**config.mk**
```make
export PLATFORM = sky130hd
export DESIGN_NAME = wishbone_ram_32_controller
export DESIGN_NICKNAME = d
export VERILOG_FILES = /design/src/rtl/wishbone_ram_32_controller.sv
export SDC_FILE = /design/constraint.sdc
export NUM_CORES = 1
export LEC_CHECK = 0
export BUFFER_PORTS_ARGS = -buffer_cell sky130_fd_sc_hd__buf_2
export CORE_MARGIN = 10
export CORE_UTILIZATION = 24
export CTS_BUF_LIST = sky130_fd_sc_hd__clkbuf_4
export DETAILED_ROUTE_END_ITERATION = 8
export GPL_TIMING_DRIVEN = 0
export HOLD_SLACK_MARGIN = 0.06
export PLACE_DENSITY_LB_ADDON = 0.05
export SYNTH_ARGS = -nofsm -noshare
export SYNTH_HDL_FRONTEND = slang
export SYNTH_SLANG_ARGS = --single-unit
```
**constraint.sdc**
```tcl
create_clock -name clk_i -period 2.4 [get_ports clk_i]
set_clock_uncertainty 0.1 [all_clocks]
set_input_delay 0 -clock clk_i [delete_from_list [all_inputs] [get_ports clk_i]]
set_output_delay 0 -clock clk_i [all_outputs]
set_load 0.05 [all_outputs]
```
**src/rtl/wishbone_ram_32_controller.sv**
```systemverilog
// wishbone_ram_32_controller: Wishbone B3 slave front-end for a 32-bit RAM of four 8-bit slices; WB_RAM_BURST_EN enables linear read bursts
module wishbone_ram_32_controller #(
  parameter int ADDR_WIDTH = 11,
  parameter int WB_AW      = 32
) (
  input  logic                  clk_i,
  input  logic                  rst_i,
  input  logic                  wb_cyc_i,
  input  logic                  wb_stb_i,
  input  logic                  wb_we_i,
  input  logic [WB_AW-1:0]      wb_adr_i,
  input  logic [3:0]            wb_sel_i,
  input  logic [31:0]           wb_dat_i,
  input  logic [2:0]            wb_cti_i,
  input  logic [1:0]            wb_bte_i,
  output logic [31:0]           wb_dat_o,
  output logic                  wb_ack_o,
  output logic                  wb_err_o,
  output logic [ADDR_WIDTH-1:0] ram_addr_o,
  output logic [3:0]            ram_we_o,
  output logic [31:0]           ram_data_o,
  input  logic [31:0]           ram_data_i
);
`ifdef WB_RAM_BURST_EN
  typedef enum logic [1:0] {IDLE, RESP, BURST} state_t;
  logic [ADDR_WIDTH-1:0] burst_addr_q, burst_addr_d, burst_next;
`else
  typedef enum logic {IDLE, RESP} state_t;
`endif
  state_t state_q, state_d;
  logic ack_q, ack_d, err_q, err_d, rd_q, rd_d;
  logic req, in_range, rd_ack, unused_ok;
  logic [ADDR_WIDTH-1:0] word_addr;
  assign req        = wb_cyc_i & wb_stb_i;
  assign word_addr  = wb_adr_i[ADDR_WIDTH+1:2];
  assign in_range   = ~|wb_adr_i[WB_AW-1:ADDR_WIDTH+2];
  assign ram_data_o = wb_dat_i;
  assign wb_dat_o   = rd_ack ? ram_data_i : '0;
  assign unused_ok  = ^{wb_cti_i, wb_bte_i, wb_adr_i[1:0]};
`ifdef WB_RAM_BURST_EN
  assign burst_next = burst_addr_q + 1'b1;
`endif
  // reset masks the outputs combinationally so a reset in RESP suppresses the pending ack
  always_comb begin
    state_d    = IDLE;
    ack_d      = 1'b0;
    err_d      = 1'b0;
    rd_d       = 1'b0;
    ram_addr_o = word_addr;
    ram_we_o   = '0;
    wb_ack_o   = 1'b0;
    wb_err_o   = 1'b0;
    rd_ack     = 1'b0;
`ifdef WB_RAM_BURST_EN
    burst_addr_d = burst_addr_q;
`endif
    if (!rst_i) begin
      wb_ack_o = ack_q;
      wb_err_o = err_q;
      rd_ack   = ack_q & rd_q;
      case (state_q)
        IDLE: if (req) begin
          state_d  = RESP;
          ack_d    = in_range;
          err_d    = ~in_range;
          rd_d     = ~wb_we_i;
          ram_we_o = (in_range & wb_we_i) ? wb_sel_i : '0;
`ifdef WB_RAM_BURST_EN
          if (in_range && !wb_we_i && wb_cti_i == 3'b010 && wb_bte_i == 2'b00) begin
            state_d      = BURST;
            ack_d        = 1'b0;
            burst_addr_d = word_addr;
          end
`endif
        end
        RESP: state_d = IDLE;
`ifdef WB_RAM_BURST_EN
        // prefetch the next word on every ack so one beat completes per cycle
        BURST: begin
          wb_ack_o     = req;
          rd_ack       = req;
          ram_addr_o   = req ? burst_next : burst_addr_q;
          burst_addr_d = req ? burst_next : burst_addr_q;
          state_d      = (!wb_cyc_i || (req && wb_cti_i == 3'b111)) ? IDLE : BURST;
        end
`endif
        default: state_d = IDLE;
      endcase
    end
  end
  always_ff @(posedge clk_i) begin
    if (rst_i) begin
      state_q <= IDLE;
      ack_q   <= 1'b0;
      err_q   <= 1'b0;
      rd_q    <= 1'b0;
    end else begin
      state_q <= state_d;
      ack_q   <= ack_d;
      err_q   <= err_d;
      rd_q    <= rd_d;
    end
  end
`ifdef WB_RAM_BURST_EN
  always_ff @(posedge clk_i) begin
    burst_addr_q <= burst_addr_d;
  end
`endif
endmodule
```
==> run_results.csv <==
group,metric,value,unit
outcome,outcome,"complete, no violations",
timing,fin_crit_sh,0.879,
clock_network,clkSinkCount,4,
synthesis,syn_nets,218,
floorplan,rows,20,
setup_path,critPathKind,"flop to primary output",
clock_network,path_clk_slew,0.04,ns
place,pre_cts_slack,1.03,ns
setup_path,critPathRequiredTime,2.30,ns
synthesis,yosys_warnings,0,
synthesis,netlist.area_leader.share,0.413,
floorplan,core_region_area,0.00308,mm²
global_route,grt_use_total,0.139,
timing,setup_viol,0,
global_route,grt_max_degree,11,
synthesis,ys_seq_area_frac,0.102,
routing,viasPerCell,4.05,
setup_path,worstPathMaxFanout,6,
synthesis,ys_types,17,
synthesis,synth_area,782,µm²
setup_path,critPathTopFamily,"buffers and inverters",
timing,hold_violations,0,
timing,fin_ws,0.290,ns
setup_path,path_cells,"nor2_1 -> nand3_1 -> dlygate4sd3_1 -> inv_1 -> nand3_1 -> nor3_1 -> buf_2",
floorplan,dieHeight,77.1,µm
floorplan,die_width,77.1,µm
setup_path,reg2reg_from,"state_q",
routing,drt_iter0_markers,38,
routing,drcViolationCount,0,
synthesis,syn_inst,108,
final_layout,stdcell_count,300,
global_route,grt_pass1_wl,6850,µm
clock_network,cts_max_level,1,
timing,worst_pin_slew,0.354,ns
clock_network,clk_path_buf_depth,2,
job,maxCapViolations,0,
final_layout,drive_above_1_share,0.750,
setup_path,slowest_stage,"dlygate4sd3_1",
routing,drt_wl_total,4550,µm
pwr,power.density,275,mW/mm²
place,dpl.cell_count,292,
pwr,p_leak,0.00112,µW
final_layout,ff_latch_area,80.1,µm²
final_layout,multi_input_area,352,µm²
setup_path,slowest_delay,0.59,ns
floorplan,dieArea,0.00594,mm²
clock_network,worstSkewPairLatency,0.23,ns
synthesis,synthDominantAreaCellType,"buf_4",
global_route,antenna_found_initial,0,
final_layout,fill_cells,336,
setup_path,critPathMostFrequentCell,"nand3_1",
setup_path,worst-path-buf-inv,3,
floorplan,initial_core_util,0.254,
worst_hold_path,hold_path.class,"input port to flop",
final_layout,synthToLayoutAreaGrowth,106,%
global_route,grt-ovfl-total,0,
clock_network,cts_tree,"yes",
final_layout,nNetsFinal,368,
synthesis,ys_ff_latch,4,
clock_network,root_buffer,"clkbuf_4",
timing,finalSetupTns,0,ns
timing,rsz0062_at_grt,"false",
final_layout,fin_util,0.523,
routing,final_antenna_net_count,0,
timing,period_minus_slack,2.11,ns
routing,drtPass1Iterations,4,
timing,timing.hold.ws,0.0742,ns
final_layout,n_antenna_cell,0,
worst_hold_path,min_from,"wb_adr_i[23]",
global_route,grt_pass1_vias,1287,
place,port_buffers,140,
timing,maxSlewViolCount,0,
setup_path,start_kind,"flop",
setup_path,crit_start,"state_q",
routing,vias,1216,
setup_path,end_kind,"primary output",
place,hpwl,4160,µm
clock_network,cts_buffers,3,
synthesis,synthTopCellsByArea,"buf_4 41%, and3_1 26%, dfxtp_1 10%, nor3_1 3.8%, nand3_1 3.2%",
setup_path,cp.arrival,2.01,ns
routing,wire_per_inst,15.2,µm
floorplan,io_pins,191,
synthesis,syn_avg_cell_area,7.24,µm²
timing,slew_headroom,0.764,
place,place.gp.congestion,0.760,
clock_network,cts_resized,0,
timing,fmax,474,MHz
pwr,peakVddDrop,0.192,mV
layer usage:
| layer | routed length [µm] | GRT usage | vias up |
|---|---|---|---|
| met4 | 21 | 0.0347 | 0 |
| met3 | 653 | 0.0804 | 2 |
| met2 | 2420 | 0.261 | 92 |
| li1 | - | - | 624 |
| met5 | 0 | 0 | - |
| met1 | 1460 | 0.125 | 498 |
final timing paths:
path / slack (ns) / to / cells after the start
max: 0.29 / ram_we_o[3] / 7
min: 0.07 / err_q / 4
max reg2reg: 0.42 / ack_q / 5
min reg2reg: 0.97 / rd_q / 4
Yosys cell counts:
cell and count:
buf_4 43, and3_1 32, nor3_1 6, clkbuf_1 5, nand3_1 5, dfxtp_1 4, nor2_1 2, nor4_2 2
buf_2 1, inv_1 1, nand2_1 1, nand3_2 1, nor2b_1 1, nor2b_2 1, nor4_1 1, nor4_4 1
o21a_1 1
tightest hold or removal path: stages:
cell     delay (ns)
buf_2          0.08
nor4_2         0.03
nand3_2        0.11
o21a_1         0.14
flip-flops by register name (all words and copies together), names as in the netlist:
register and flops:
ack_q 1, rd_q 1, err_q 1, state_q 1
final cells by class:
class                           count  share of cell area
Tap cell                           44              0.0342
Buffer                             49               0.215
Inverter                            1             0.00233
Multi-Input combinational cell     54               0.218
Timing Repair Buffer              145               0.466
Clock buffer                        3              0.0140
Sequential cell                     4              0.0497
cell families (layout without fill, tap and decap cells):
group                  Yosys count  count (layout)  synth area share
AOI/OAI and AO/OA                1               1           0.00960
buffers and inverters           50             198             0.448
DFF                              4               4             0.102
and+or+nand+nor                 53              53             0.440
cells in the final DEF (no fill, tap or decap):
master           n
buf_2          141
buf_4           43
and3_1          32
nor3_1           6
nand3_1          5
clkbuf_1         5
dlygate4sd3_1    5
dfxtp_1          4
clkbuf_4         3
nor4_2           2
nor2_1           2
nor4_4           1
nand3_2          1
nor4_1           1
nand2_1          1
inv_1            1
nor2b_2          1
nor2b_1          1
o21a_1           1
repair_timing:
item                      in CTS  in global routing
setup buffers                  0                  0
hold buffers                   5                  0
hold endpoints to repair       3                  0
where the power goes:
group          switching, µW  total [µW]  internal, µW
clock network           26.7        82.5          55.9
logic                    181         291           110
registers              0.669        69.3          68.6
total                    208         443           234
per-stage QoR:
step	area, µm²	power [µW]
after floorplan	782	274
after global placement	1540	358
after detailed placement	1540	360
after CTS	1610	451
after global routing	1610	472
final	1610	443
Power figures use the tool's default switching activity.
